--- src/rtl/time_load_pkg.sv ---
// Shared definitions for the time-load controller: FSM encoding, control and status bit layout.
package time_load_pkg;

    typedef enum logic [1:0] {
        StIdle  = 2'd0,
        StArmed = 2'd1,
        StLoad  = 2'd2
    } state_e;

    localparam int unsigned CTRL_ARM_BIT       = 0;
    localparam int unsigned CTRL_DISARM_BIT    = 1;

    localparam int unsigned STAT_STATE_LSB     = 0;
    localparam int unsigned STAT_LOAD_DONE_BIT = 2;
    localparam int unsigned STAT_REARM_IGN_BIT = 3;
    localparam int unsigned STAT_CNT_LSB       = 16;

    function automatic logic [31:0] pack_status(input state_e     st,
                                                input logic       done,
                                                input logic       rearm,
                                                input logic [15:0] cnt);
        logic [31:0] w;
        w = '0;
        w[STAT_STATE_LSB +: 2]   = st;
        w[STAT_LOAD_DONE_BIT]    = done;
        w[STAT_REARM_IGN_BIT]    = rearm;
        w[STAT_CNT_LSB +: 16]    = cnt;
        return w;
    endfunction

endpackage

--- src/rtl/time_load_ctrl_if.sv ---
// Software register and timestamp bundle between a host (master) and the time-load controller (slave).
interface time_load_ctrl_if;

    logic [31:0] ld_time_msw;
    logic [31:0] ld_time_lsw;
    logic [31:0] ctrl_word;
    logic        sync_in;
    logic [63:0] time_out;
    logic        load_pulse;
    logic [31:0] status_word;

    modport master (
        output ld_time_msw, ld_time_lsw, ctrl_word, sync_in,
        input  time_out, load_pulse, status_word
    );

    modport slave (
        input  ld_time_msw, ld_time_lsw, ctrl_word, sync_in,
        output time_out, load_pulse, status_word
    );

endinterface

--- src/rtl/time_load_ctrl_rise_detect.sv ---
// Rising-edge detector; a level already high when reset releases is not reported as an edge.
module rise_detect (
    input  logic clk_i,
    input  logic rst_i,
    input  logic d_i,
    output logic rise_o
);

    logic prev_q;
    logic valid_q;

    always_ff @(posedge clk_i) begin
        if (rst_i) begin
            prev_q  <= 1'b0;
            valid_q <= 1'b0;
        end else begin
            prev_q  <= d_i;
            valid_q <= 1'b1;
        end
    end

    // valid_q masks the first post-reset cycle, when prev_q has not seen the real input yet.
    always_comb begin
        rise_o = valid_q & d_i & ~prev_q;
    end

endmodule

--- src/rtl/time_load_ctrl.sv ---
// Free-running 64-bit timestamp that is loaded from a software shadow on a qualified external sync.
module time_load_ctrl
    import time_load_pkg::*;
#(
    parameter int unsigned SYNC_SKIP = 0,
    parameter int unsigned CNT_W     = 16
) (
    input  logic             user_clk,
    input  logic             user_rst,
    time_load_ctrl_if.slave  bus
);

    localparam int unsigned SKIP_W = (SYNC_SKIP > 0) ? $clog2(SYNC_SKIP + 1) : 1;

    logic arm_edge;
    logic disarm_edge;
    logic sync_edge;

    state_e              state_q,      state_d;
    logic [63:0]         shadow_q,     shadow_d;
    logic [SKIP_W-1:0]   skip_cnt_q,   skip_cnt_d;
    logic                load_done_q,  load_done_d;
    logic                rearm_ign_q,  rearm_ign_d;
    logic [CNT_W-1:0]    load_count_q, load_count_d;
    logic [63:0]         time_q,       time_d;
    logic                load_pulse_q, load_pulse_d;
    logic [31:0]         status_q,     status_d;

    logic unused_ctrl;
    assign unused_ctrl = ^bus.ctrl_word[31:2];

    rise_detect u_arm_edge (
        .clk_i  (user_clk),
        .rst_i  (user_rst),
        .d_i    (bus.ctrl_word[CTRL_ARM_BIT]),
        .rise_o (arm_edge)
    );

    rise_detect u_disarm_edge (
        .clk_i  (user_clk),
        .rst_i  (user_rst),
        .d_i    (bus.ctrl_word[CTRL_DISARM_BIT]),
        .rise_o (disarm_edge)
    );

    rise_detect u_sync_edge (
        .clk_i  (user_clk),
        .rst_i  (user_rst),
        .d_i    (bus.sync_in),
        .rise_o (sync_edge)
    );

    always_comb begin
        state_d      = state_q;
        shadow_d     = shadow_q;
        skip_cnt_d   = skip_cnt_q;
        load_done_d  = load_done_q;
        rearm_ign_d  = rearm_ign_q;
        load_count_d = load_count_q;
        time_d       = time_q + 64'd1;
        load_pulse_d = 1'b0;

        unique case (state_q)
            StIdle: begin
                // A sync coinciding with the arm is deliberately not examined here.
                if (arm_edge) begin
                    shadow_d    = {bus.ld_time_msw, bus.ld_time_lsw};
                    skip_cnt_d  = SKIP_W'(SYNC_SKIP);
                    load_done_d = 1'b0;
                    rearm_ign_d = 1'b0;
                    state_d     = StArmed;
                end
            end
            StArmed: begin
                if (arm_edge) begin
                    rearm_ign_d = 1'b1;
                end
                if (disarm_edge) begin
                    state_d = StIdle;
                end else if (sync_edge) begin
                    if (skip_cnt_q == '0) begin
                        state_d = StLoad;
                    end else begin
                        skip_cnt_d = skip_cnt_q - SKIP_W'(1);
                    end
                end
            end
            StLoad: begin
                if (arm_edge) begin
                    rearm_ign_d = 1'b1;
                end
                time_d       = shadow_q;
                load_pulse_d = 1'b1;
                load_done_d  = 1'b1;
                if (load_count_q != '1) begin
                    load_count_d = load_count_q + CNT_W'(1);
                end
                state_d = StIdle;
            end
            default: state_d = StIdle;
        endcase

        status_d = pack_status(state_q, load_done_q, rearm_ign_q, 16'(load_count_q));
    end

    always_ff @(posedge user_clk) begin
        if (user_rst) begin
            state_q      <= StIdle;
            shadow_q     <= '0;
            skip_cnt_q   <= '0;
            load_done_q  <= 1'b0;
            rearm_ign_q  <= 1'b0;
            load_count_q <= '0;
            time_q       <= '0;
            load_pulse_q <= 1'b0;
            status_q     <= '0;
        end else begin
            state_q      <= state_d;
            shadow_q     <= shadow_d;
            skip_cnt_q   <= skip_cnt_d;
            load_done_q  <= load_done_d;
            rearm_ign_q  <= rearm_ign_d;
            load_count_q <= load_count_d;
            time_q       <= time_d;
            load_pulse_q <= load_pulse_d;
            status_q     <= status_d;
        end
    end

    always_comb begin
        bus.time_out    = time_q;
        bus.load_pulse  = load_pulse_q;
        bus.status_word = status_q;
    end

endmodule

--- src/flat_wrapper.sv ---
// flat-port wrapper written by rule: the top's interface ports become plain ports
module time_load_ctrl_flat import time_load_pkg::*;
#(
    parameter int unsigned SYNC_SKIP = 0,
    parameter int unsigned CNT_W     = 16
)
  (user_clk, user_rst, bus_ld_time_msw, bus_ld_time_lsw, bus_ctrl_word, bus_sync_in, bus_time_out, bus_load_pulse, bus_status_word);
  time_load_ctrl_if bus_i ();
  input  logic user_clk;
  input  logic user_rst;
  input wire logic [$bits(bus_i.ld_time_msw)-1:0] bus_ld_time_msw;
  input wire logic [$bits(bus_i.ld_time_lsw)-1:0] bus_ld_time_lsw;
  input wire logic [$bits(bus_i.ctrl_word)-1:0] bus_ctrl_word;
  input wire logic [$bits(bus_i.sync_in)-1:0] bus_sync_in;
  output wire logic [$bits(bus_i.time_out)-1:0] bus_time_out;
  output wire logic [$bits(bus_i.load_pulse)-1:0] bus_load_pulse;
  output wire logic [$bits(bus_i.status_word)-1:0] bus_status_word;
  assign bus_i.ld_time_msw = bus_ld_time_msw;
  assign bus_i.ld_time_lsw = bus_ld_time_lsw;
  assign bus_i.ctrl_word = bus_ctrl_word;
  assign bus_i.sync_in = bus_sync_in;
  assign bus_time_out = bus_i.time_out;
  assign bus_load_pulse = bus_i.load_pulse;
  assign bus_status_word = bus_i.status_word;
  time_load_ctrl #(.SYNC_SKIP(SYNC_SKIP), .CNT_W(CNT_W)) u_core (.user_clk(user_clk), .user_rst(user_rst), .bus(bus_i));
endmodule
--- config.mk ---
export PLATFORM = sky130hd
export DESIGN_NAME = time_load_ctrl_flat
export DESIGN_NICKNAME = d
export VERILOG_FILES = /design/src/rtl/time_load_pkg.sv /design/src/rtl/time_load_ctrl_if.sv /design/src/rtl/time_load_ctrl_rise_detect.sv /design/src/rtl/time_load_ctrl.sv /design/src/flat_wrapper.sv
export SDC_FILE = /design/constraint.sdc
export NUM_CORES = 1
export LEC_CHECK = 0
export CAP_MARGIN = 20
export CORE_MARGIN = 2
export CORE_UTILIZATION = 49
export CTS_BUF_LIST = sky130_fd_sc_hd__clkbuf_16
export DETAILED_ROUTE_END_ITERATION = 10
export MAX_ROUTING_LAYER = met4
export PLACE_DENSITY = 0.86
export SETUP_SLACK_MARGIN = 0.1
export SYNTH_ARGS = -nofsm -noshare
export SYNTH_HDL_FRONTEND = slang
export SYNTH_SLANG_ARGS = --single-unit
--- constraint.sdc ---
create_clock -name user_clk -period 2.6 [get_ports user_clk]
set_input_delay 0.52 -clock user_clk [delete_from_list [all_inputs] [get_ports user_clk]]
set_output_delay 0.52 -clock user_clk [all_outputs]
set_load 0.02 [all_outputs]
==> metrics.md <==
| Metric | Value |
|---|---|
| CORE AREA | `around 0.015 mm²` |
| Peak Freq | `~430 MHz` |
| Fin nets | `1173` |
| Area of the multi-input gates | `about 0.0039 mm²` |
| Distinct cells, synth | `57` |
| Slew HR | `0.5089` |
| IR Drop Worst-Case VDD | `between 400 and 500 µV` |
| Post-DRT Antenna Nets | `0` |
| Pwr Density | `609.1 mW/mm²` |
| CP Launch Type | `flip-flop` |
| PnR worst setup slack | `290.2 ps` |
| Post-synth EDFFs | `0` |
| Die extent in y | `about 130 µm` |
| # diodes | `0` |
| CTS tree | `built` |
| Fin util | `0.6529` |
| Dpl cells | `roughly 1300` |
| Primary FF master, synth | `dfxtp_1` |
| H-tree levels | `4` |
| Initial antenna violation count | `0` |
| Total routed wirelength | `between 15 and 20 mm` |
| Reg area | `between 0.003 and 0.004 mm²` |
| Clock root buffer | `clkbuf_16` |
| Hpwl dp | `13.46 mm` |
| Non-Filler Instances | `between 1000 and 1500` |
| Count of final hold-check violations | `0` |
| Synth Warn # | `0` |
| RSZ-0062 raised after global routing | `no` |
| DR vias | `around 7100` |
| Final setup viols | `0` |
| Worst Path Max Fanout | `9` |
| Critical path capture point type | `flip-flop` |
| Largest net degree at the start of global routing | `about 160` |
| Die footprint | `~0.017 mm²` |
| Filler cells | `1301` |
| Chip width | `approximately 130 µm` |
| Post-CTS Resized | `0` |
| Worst slack, placed | `343.2 ps` |
| IO buf count | `approximately 150` |
| Via density | `roughly 5.5` |
| WS Path Type | `flip-flop to flip-flop` |
| Clock tree buffer depth | `2` |
| First-pass DRT Iterations | `5` |
| Max-slew violation count | `0` |
| Kind of path behind the tightest hold check | `flip-flop to flip-flop` |
| Fin crit share | `0.8884` |
| Clock transition at path regs | `60 ps` |
| # IOs | `approximately 200` |
| Worst slew pin tran | `735.9 ps` |
| Sequential fraction of the synthesis area | `0.4480` |
| DRT iter0 DRCs | `about 510` |
| Netlist area before placement | `slightly below 0.008 mm²` |
| Layout Skew | `approximately 7.1 ps` |
| TNS Setup | `0 ps` |
| Static leakage | `3.571 nW` |
| Critical Path AT | `2620 ps` |
| Std cell rows | `45` |
| Vias in the first global route | `about 6500` |
| First-pass GRT wire length | `around 32 mm` |
| DRC violations left | `0` |
| Post-CTS Hold Fix Bufs | `0` |
| Clock Sinks | `between 150 and 200` |
| Status | `completed` |
| Ratio of cells with drive above 1 in the final layout | `0.06766` |
| Final min period | `roughly 2300 ps` |
| Max Cap Viol | `0` |
| PnR Total Power | `roughly 6.1 mW` |
| Post-CTS Setup Bufs | `0` |
| Area Growth Syn to Fin | `29.35%` |
| GR Util All Layers | `0.2489` |
| Grt ovf | `0` |
| Initial core utilization | `0.5047` |
| Synthesized area per cell | `between 8 and 9 µm²` |
| Wire per inst | `about 15 µm` |
| Synth Instances | `936` |
| Async set-reset flop share out of synthesis | `0` |
| Synthesized flop and latch total | `between 150 and 200` |
| Clock latency on the worst-skew pair | `~420 ps` |
| Final GP Congestion | `between 0.8 and 0.9` |
| CP required | `approximately 2900 ps` |
| Num CTS Buffers | `17` |
power breakdown:
part           internal (mW)  total [mW]  switching, mW
clock network           1.30        2.34           1.04
logic                  0.382       0.825          0.444
registers               2.79        2.93          0.136
total                   4.47        6.09           1.62
stage by stage:
step,hold WS (ps),area [µm²]
global route,468.0,9998
finish,453.0,9998
CTS,455.7,9998
detailed placement,446.6,9467
floorplan,431.2,7771
global placement,442.5,9467
layer usage:
metal / up-vias / routed length, µm / track usage
li1: 3538 / - / -
met1: 3263 / 8666 / 0.3145
met2: 254 / 9352 / 0.3887
met3: 30 / 1356 / 0.06978
met4: 0 / 366 / 0.07590
met5: - / 0 / -
final timing paths:
kind / cells after the start / end / start / slack (ps)
min reg2reg: 2 / u_core.shadow_q[58] / u_core.shadow_q[58] / 450
max: 5 / u_core.bus.time_out[53] / u_core.bus.time_out[4] / 290
max reg2reg: 5 / u_core.bus.time_out[53] / u_core.bus.time_out[4] / 290
min: 2 / u_core.shadow_q[58] / u_core.shadow_q[58] / 450
Yosys cell counts (2+ instances only):
cell type,count,share of area
dfxtp_1,173,0.45
nand2_1,168,0.082
nor2_1,86,0.042
a21oi_1,81,0.052
clkbuf_1,47,0.023
nand4_1,39,0.032
nand3_1,31,0.020
a211oi_1,25,0.024
nor2b_1,21,0.017
xnor2_1,21,0.024
xor2_1,21,0.024
and3_1,18,0.015
nor3_1,18,0.012
inv_1,14,0.0068
mux2i_1,14,0.018
o21ai_0,14,0.0091
nor4_1,13,0.011
buf_4,12,0.012
and4_1,11,0.012
a311oi_1,9,0.010
buf_1,8,0.0039
buf_2,8,0.0052
ha_1,7,0.011
nor3b_1,6,0.0058
nor4_2,6,0.0097
or3_1,6,0.0049
a2111oi_0,5,0.0057
o21a_1,5,0.0049
o211ai_1,4,0.0039
o31ai_1,3,0.0029
or2_2,3,0.0024
or4_1,3,0.0029
a211oi_2,2,0.0032
a31oi_1,2,0.0016
and2_1,2,0.0016
mux2_1,2,0.0029
nand2b_1,2,0.0016
nand3b_1,2,0.0019
nand4_2,2,0.0032
nor3_2,2,0.0026
o2111a_1,2,0.0029
o22a_1,2,0.0023
o311a_1,2,0.0026
critical path: stages, from the launching register on:
cell and delay (ps):
dfxtp_1 400, and3_1 350, and4_1 480, nand4_1 260, mux2_1 360, a2111oi_1 340
flip-flops by register name, summed over array words and instances, names as in the netlist:
| register | count |
|---|---|
| u_core.bus.load_pulse | 1 |
| u_core.load_count_q | 16 |
| u_core.shadow_q | 64 |
| u_core.u_arm_edge.prev_q | 1 |
| u_core.load_done_q | 1 |
| u_core.rearm_ign_q | 1 |
| u_core.bus.time_out | 64 |
| u_core.bus.status_word | 20 |
| u_core.u_disarm_edge.prev_q | 1 |
| u_core.u_arm_edge.valid_q | 1 |
| u_core.state_q | 2 |
| u_core.u_sync_edge.prev_q | 1 |
cells in the final DEF, fill, tap and decap left out, types with 9 or more instances in the layout:
master / synthesis / routed
a211oi_1: 25 / 25
a21oi_1: 81 / 81
a311oi_1: 9 / 9
and3_1: 18 / 18
and4_1: 11 / 11
buf_4: 12 / 20
clkbuf_16: 0 / 17
clkdlybuf4s50_1: 0 / 152
conb_1: 1 / 12
dfxtp_1: 173 / 173
inv_1: 14 / 16
mux2i_1: 14 / 14
nand2_1: 168 / 168
nand3_1: 31 / 31
nand4_1: 39 / 39
nor2_1: 86 / 85
nor2b_1: 21 / 21
nor3_1: 18 / 18
nor4_1: 13 / 12
o21ai_0: 14 / 14
xnor2_1: 21 / 21
xor2_1: 21 / 21
layout make-up:
type | count | share of cell area
Sequential cell | 173 | 0.3464
Multi-Input combinational cell | 685 | 0.3936
Tap cell | 211 | 0.02640
Clock inverter | 14 | 0.01064
Timing Repair Buffer | 176 | 0.1752
Inverter | 14 | 0.005256
Clock buffer | 17 | 0.04255
cells by family (layout without fill, tap and decap cells):
group,count (synthesis),in the layout,share of synthesized area
AND/OR/NAND/NOR,441,441,0.2818
AO/OA/AOI/OAI,167,167,0.1394
adder cells (fa/ha/maj),7,7,0.01133
flip-flops,173,173,0.4480
other,1,12,0.0004851
buffers and inverters,89,221,0.05034
multiplexers,16,16,0.02104
XOR/XNOR,42,42,0.04759
No activity file was read; power rests on OpenSTA's default activity.
